==> src/rtl/popcount_arbiter.sv <==
// Round-robin arbiter feeding a popcount unit, plus a saturating running total
// of all delivered counts. One operand is in flight at a time:
// IDLE (grant) -> COUNT (popcount) -> RESP (hold result until accepted).
//
// Handshakes: req_ready is a one-cycle accept strobe. The operand on a lane is
// taken on the rising edge where req_valid and req_ready are both high for that
// lane. A result is transferred on the rising edge where rsp_valid and rsp_ready
// are both high. While rsp_valid is high, rsp_id and rsp_count do not change.
module popcount_arbiter #(
  parameter int NREQ  = 4,
  parameter int NBITS = 10,
  parameter int ACCW  = 16,
  localparam int CW   = $clog2(NBITS + 1),
  localparam int IDW  = $clog2(NREQ)
) (
  input  logic                  clk,
  input  logic                  rst,
  input  logic [NREQ-1:0]       req_valid,
  input  logic [NREQ*NBITS-1:0] req_data,
  output logic [NREQ-1:0]       req_ready,
  output logic                  rsp_valid,
  input  logic                  rsp_ready,
  output logic [IDW-1:0]        rsp_id,
  output logic [CW-1:0]         rsp_count,
  input  logic                  acc_clear,
  output logic [ACCW-1:0]       acc_total,
  output logic                  busy,
  output logic [1:0]            fsm_state
);

  typedef enum logic [1:0] {
    IDLE  = 2'd0,
    COUNT = 2'd1,
    RESP  = 2'd2
  } state_t;

  // Sum width wide enough that the carry out of the accumulator is visible.
  localparam int SW = ((ACCW > CW) ? ACCW : CW) + 1;

  state_t            state;
  state_t            state_next;
  logic [IDW-1:0]    last_grant;
  logic [NBITS-1:0]  op_q;
  logic              grant_found;
  logic [IDW-1:0]    grant_idx;
  logic [NBITS-1:0]  grant_data;
  logic              grant_en;
  logic [CW-1:0]     count_next;
  logic              handshake;
  logic [SW-1:0]     acc_sum;

  assign handshake = rsp_valid && rsp_ready;
  assign fsm_state = state;

  // Round-robin search starting just after the last granted requester.
  always_comb begin
    logic [IDW-1:0] cand;
    grant_found = 1'b0;
    grant_idx   = '0;
    cand        = '0;
    for (int k = 1; k <= NREQ; k++) begin
      cand = IDW'((int'(last_grant) + k) % NREQ);
      if (!grant_found && req_valid[cand]) begin
        grant_found = 1'b1;
        grant_idx   = cand;
      end
    end
  end

  // Select the operand of the winning requester.
  always_comb begin
    grant_data = '0;
    for (int i = 0; i < NREQ; i++) begin
      if (grant_idx == IDW'(i)) grant_data = req_data[i*NBITS +: NBITS];
    end
  end

  // Population count of the latched operand, full range 0..NBITS.
  always_comb begin
    count_next = '0;
    for (int i = 0; i < NBITS; i++) begin
      count_next = count_next + CW'(op_q[i]);
    end
  end

  // FSM state register.
  always_ff @(posedge clk or posedge rst) begin
    if (rst) state <= IDLE;
    else     state <= state_next;
  end

  // FSM next-state logic.
  always_comb begin
    state_next = state;
    case (state)
      IDLE:    if (grant_found) state_next = COUNT;
      COUNT:   state_next = RESP;
      RESP:    if (rsp_ready) state_next = IDLE;
      default: state_next = IDLE;
    endcase
  end

  // FSM outputs; req_ready is held off while reset is asserted.
  always_comb begin
    req_ready = '0;
    grant_en  = 1'b0;
    if (state == IDLE && !rst && grant_found) begin
      req_ready[grant_idx] = 1'b1;
      grant_en             = 1'b1;
    end
    rsp_valid = (state == RESP);
    busy      = (state != IDLE);
  end

  // Latch operand and id on grant; register the popcount in COUNT.
  always_ff @(posedge clk or posedge rst) begin
    if (rst) begin
      last_grant <= IDW'(NREQ - 1);
      op_q       <= '0;
      rsp_id     <= '0;
      rsp_count  <= '0;
    end else begin
      if (grant_en) begin
        last_grant <= grant_idx;
        op_q       <= grant_data;
        rsp_id     <= grant_idx;
      end
      if (state == COUNT) rsp_count <= count_next;
    end
  end

  assign acc_sum = SW'(acc_total) + SW'(rsp_count);

  // Running total: clear wins over a coincident handshake; adds saturate.
  always_ff @(posedge clk or posedge rst) begin
    if (rst) begin
      acc_total <= '0;
    end else if (acc_clear) begin
      acc_total <= '0;
    end else if (handshake) begin
      if (|acc_sum[SW-1:ACCW]) acc_total <= {ACCW{1'b1}};
      else                     acc_total <= acc_sum[ACCW-1:0];
    end
  end

endmodule
==> config.mk <==
export PLATFORM = sky130hd
export DESIGN_NAME = popcount_arbiter
export DESIGN_NICKNAME = d
export VERILOG_FILES = /design/src/rtl/popcount_arbiter.sv
export SDC_FILE = /design/constraint.sdc
export NUM_CORES = 1
export LEC_CHECK = 0
export ABC_AREA = 1
export CORE_UTILIZATION = 50
export CTS_CLUSTER_SIZE = 16
export DETAILED_ROUTE_END_ITERATION = 12
export DONT_BUFFER_PORTS = 1
export GPL_TIMING_DRIVEN = 0
export HOLD_SLACK_MARGIN = 0.12
export PLACE_DENSITY = 0.7
export SYNTH_ARGS = -nofsm -noshare
export SYNTH_HDL_FRONTEND = slang
export SYNTH_SLANG_ARGS = --single-unit
==> constraint.sdc <==
create_clock -name clk -period 7.55 [get_ports clk]
set_input_delay 1.51 -clock clk [delete_from_list [all_inputs] [get_ports clk]]
set_output_delay 1.51 -clock clk [all_outputs]
set_load 0.01 [all_outputs]
* Yosys cells after proc, flatten, opt, wreduce, memory -nomap -nowiden
Cells that the tools add are included.
** Operators by class
- Add/sub/neg operators :: 14
- Multiply operators :: 0
- Div/mod/pow operators :: 0
- $lt $le $gt $ge :: 6
- Equal/unequal tests :: 7
- Shift operators :: 0
- Multiplexer cells :: 30
- Bitwise logic cells :: 0
- Reductions and logical operators :: 16
** Operator list (count)
- 2-to-1 mux 16 bit :: 3
- 2-to-1 mux 10 bit :: 4
- adder 4 x 1 -> 4 bit :: 6
- adder 16 x 4 -> 17 bit :: 1
- < comparator 2 x 3 -> 1 bit, second input constant :: 5
- 2-to-1 mux 2 bit :: 6
- 2-to-1 mux 1 bit :: 10
- binary-select mux 1 bit (select 2 bit) :: 4
- logical AND 1 bit :: 7
- equality test 2 bit, second input constant :: 3
- one-hot mux 2 bit (3 select lines) :: 1
- adder 2 x 1 -> 2 bit, second input constant :: 2
- adder 2 bit, second input constant :: 2
- adder 3 x 1 -> 4 bit :: 1
- equality test 2 x 1 -> 1 bit, second input constant :: 2
- zero test 1 bit :: 4
- zero test 2 bit :: 2
- 2-to-1 mux 4 bit :: 1
- nonzero test 2 bit :: 2
- adder 2 x 1 -> 3 bit :: 1
- adder 1 x 1 -> 2 bit :: 1
- demux 1 bit (select 2 bit) :: 1
- greater-or-equal comparator 2 x 1 -> 1 bit, second input constant :: 1
- inequality test 2 x 1 -> 1 bit, second input constant :: 1
- other kinds (2) :: 2
** Storage, ports and cells
- Register bits after elaboration :: 36
- Latch bits :: 0
- Memory bits (writable) :: 0
- ROM bits :: 0
- Output and inout bits :: 30
- Memories :: 0

* Logic depth before layout (Yosys ltp)
- Depth after elaboration :: 18
- Gate-level depth with buffers :: 15

* Least setup slack after synthesis
OpenSTA, ideal clock, no wires.
- Path type :: input to output
- Start point :: input port rst
- End point :: output port req_ready[1]
- Data arrival time :: 3.040 ns
- Slack :: 3.000 ns
- Stages :: 6
- Path buffers :: 1
- Path through :: inv_1 nand2_2 inv_2 buf_2 nand2_1 nor2_1
** On the way
- Cells in the longest elaborated chain, start to end :: 4
** Ends and longest elaborated chain
- start, declared :: line 17 : input logic rst,
- zero test 1 bit (no line)
- logical AND 1 bit (2 in series) :: line 107 : if (state == IDLE && !rst && grant_found) begin
- 2-to-1 mux 4 bit :: line 107
- end, declared :: line 20 : output logic [NREQ-1:0] req_ready,
Every way passes these cells.

* Final worst setup path
Same ends and word-level chain as after synthesis.

==> summary.md <==
| Metric | Value |
|---|---|
| Met3 Resource Use GR | 0.0398 |
| PwrDens | around 480 mW/mm^2 |
| Core Footprint | 0.00485 sq mm |
| H-Tree Depth | 2 |
| R2r worst-path depth | 10 |
| Vias in the first global route | ~2300 |
| Initial DRC Count | 92 |
| Clock sink count | 36 |
| Gates resized, CTS repair | 0 |
| Least-Margin Pin Slew | 0.728 ns |
| Hold path startpoint | op_q[1]$_DFFE_PP0N_ |
| TNS Setup | 0 ns |
| Syn Area/Cell | 7.02 sq um |
| CP required | 6.04 ns |
| # rows | 25 |
| FILL cells | around 460 |
| Worst hold path endpoint | op_q[1]$_DFFE_PP0N_ |
| Clock Pin Slew Worst Setup and Hold Paths | ~0.06 ns |
| Nets@finish | 437 |
| Post-route insts no fill | around 440 |
| Worst reg2reg endpoint | rsp_count[2]$_DFFE_PP0N_ |
| Port Buffers | 0 |
| Grt peak-use layer | met2 |
| P_leak | ~1.4 nW |
| Period minus WS final | 4.42 ns |
| Worst Setup Slack, final | 3.13 ns |
| Number of antenna-violating nets in the routed design | 0 |
| Wirelength per Cell | between 10 and 15 microns |
| Max-cap violations | 0 |
| First-pass iteration count of the detailed router | 4 |
| Footprint of the multi-input gates | between 0.001 and 0.0015 sq mm |
| Register area | around 900 sq um |
| Post-DP HPWL | 4460 microns |
| Final setup viols | 0 |
| Hold Fails Final Rpt | 0 |
| Biggest area consumer among synthesized cells | dfrtp_1 |
| Max-slew headroom | 0.514 |
| Status | completed |
| Yosys top cell area share | 0.329 |
| Worst-skew pair later-pin latency | 0.27 ns |
| I/O pin total | 78 |
| DR vias | between 2000 and 2500 |
| Effective utilization at floorplan | 0.533 |
| Largest net degree at the start of global routing | 22 |
| Area contributors post-synth | dfrtp_1, nand2_1, nand3_1 |
| Max VDD drop | around 0.42 mV |
| Post-synthesis sequential area ratio | 0.350 |
| Antenna Diode Count | 0 |
| Area Growth Syn to Fin | 7.80% |
| FF+latch count, synth | 36 |
| Clock Path Buffers | 2 |
| DR vias/cell | around 5.3 |
| Synth unique cells | 34 |
| Initial antenna violation count | 0 |
| CTS Buf Count | 5 |
| Die ar. | 0.00546 sq mm |
| First-pass GRT wire length | around 10000 microns |
| FMAX | around 0.23 GHz |
| Root Buffer | clkbuf_8 |
| Max FO, Critical Path | 17 |
| Final Util | 0.574 |
| R2r startpoint | op_q[5]$_DFFE_PP0N_ |
| Hold Crit Depth | 2 |
| Die X | 73.9 microns |
| Die height | 73.9 microns |
| Total Wirelength | between 5000 and 6000 microns |
| DRC violations left | 0 |
| CTS tree | yes |
| Met1 global-route usage | 0.274 |
| Synth Instances | around 370 |
| DP Cell Count | around 440 |
| Total track usage | 0.234 |
| Layout cells sized above 1 | 0.0875 |
| GR Util met2 | 0.430 |
| # Post-CTS Setup Buffers | 0 |
| GPL Wtd Cong | 0.864 |
| Hold crit path type | reg2reg |
| Worst Setup Start Kind | primary input |
| YS warnings | 0 |
| Period utilisation layout | 0.585 |
| Final Slew Violations | 0 |
| Grt ovf | 0 |
| Worst slack at placement | roughly 3.1 ns |
| RSZ-0062 raised after global routing | no |
| Crit path DAT | between 2 and 3 ns |
| Synthesized area | 0.00258 sq mm |
| Net count after synthesis | roughly 430 |
| Crit path kind | in2out |
| CP endpoint kind | output pin |
| Fin Hold WS | 0.480 ns |
| Flop-to-flop setup slack | approximately 4.6 ns |
| Cts hold-fix bufs | 0 |
| Skew final | around 0.0014 ns |
## stage by stage
step | power (mW) | cell area (sq um)
floorplan | 1.00 | 2580
global placement | 1.16 | 2670
detailed placement | 1.20 | 2690
CTS | 1.34 | 2780
global route | 1.49 | 2780
finish | 1.33 | 2780
## flip-flops by register name, summed over array words and instances (netlist names)
signal      count
rsp_count       4
fsm_state       2
rsp_id          2
last_grant      2
acc_total      16
op_q           10
## layer usage
metal	part of all wire	up-vias
met5	0	-
met4	0.013	0
met3	0.046	8
met2	0.50	76
met1	0.44	1079
li1	-	1199
## critical path, cell delays in order
cell,delay (ns)
inv_1,0.51
nand2_2,0.20
inv_2,0.13
buf_2,0.21
nand2_1,0.12
nor2_1,0.21
## where the power goes
part           switching (mW)  internal (mW)
Clock                  0.0614         0.0744
Sequential             0.0537          0.250
Combinational           0.559          0.329
Total                   0.674          0.654
## logic make-up (layout without fill, tap and decap cells)
logic type	after synthesis	count (layout)	share of synthesized area
AO/OA/AOI/OAI	46	46	0.0940
XOR/XNOR	6	6	0.0203
adder cells (fa/ha/maj)	13	13	0.0833
buffers and inverters	58	67	0.0930
flip-flops	36	36	0.350
AND/OR/NAND/NOR	209	209	0.359
## synthesized netlist by cell type
| master | n |
|---|---|
| nor2_2 | 1 |
| clkbuf_1 | 1 |
| nor2_8 | 1 |
| o21ai_1 | 7 |
| fa_1 | 7 |
| clkinv_1 | 1 |
| nor2_1 | 23 |
| nor3_1 | 2 |
| nand4_1 | 11 |
| ha_1 | 6 |
| nand2_4 | 1 |
| a21boi_0 | 1 |
| inv_2 | 4 |
| dfstp_2 | 2 |
| inv_1 | 45 |
| nand2_2 | 6 |
| dfrtp_1 | 34 |
| o31ai_1 | 1 |
| buf_6 | 1 |
| xor2_1 | 4 |
| buf_2 | 3 |
| or2_0 | 1 |
| nand2_1 | 120 |
| o21ai_0 | 31 |
| nor3_2 | 1 |
| nand3_1 | 40 |
| xnor2_1 | 2 |
| nand3_2 | 1 |
| a21oi_1 | 3 |
| o22ai_1 | 1 |
| o211ai_1 | 1 |
| nor2_4 | 1 |
| a21oi_2 | 1 |
| buf_4 | 3 |
## area by class of cell
| cell class | count | area share |
|---|---|---|
| buffer | 8 | 0.0189 |
| tap | 67 | 0.0301 |
| inverter | 50 | 0.0674 |
| clock buffer | 8 | 0.0324 |
| sequential | 36 | 0.324 |
| timing repair buffer | 1 | 0.00989 |
| multi-input combinational | 274 | 0.517 |
## placed cells by master (no fill, tap or decap)
cell	count
fa_1	7
clkbuf_8	6
dfrtp_1	34
nor2_8	1
a21oi_2	1
o22ai_1	1
buf_2	3
inv_1	45
nor3_1	2
dfstp_2	2
a21oi_1	3
o21ai_0	31
nand2_4	1
a21boi_0	1
nor2_4	1
or2_0	1
inv_2	4
buf_4	3
o21ai_1	7
nor3_2	1
buf_16	1
nand4_1	11
ha_1	6
xor2_1	4
clkinv_1	1
nor2_2	1
xnor2_1	2
nand2_1	120
o211ai_1	1
o31ai_1	1
nand3_2	1
buf_6	1
nand2_2	6
nor2_1	23
clkbuf_1	3
nand3_1	40
## worst max path at each step
stage | start | end | slack, ns | cells after the start
3_3_place_gp | rst | req_ready[1] | 2.51 | 6
6_report | rst | req_ready[1] | 3.13 | 6
4_1_cts | rst | req_ready[1] | 3.08 | 6
2_1_floorplan | rst | req_ready[1] | 3.00 | 6
3_5_place_dp | rst | req_ready[1] | 3.08 | 6
5_1_grt | rst | req_ready[1] | 2.90 | 6
(Power assumes the default switching activity.)
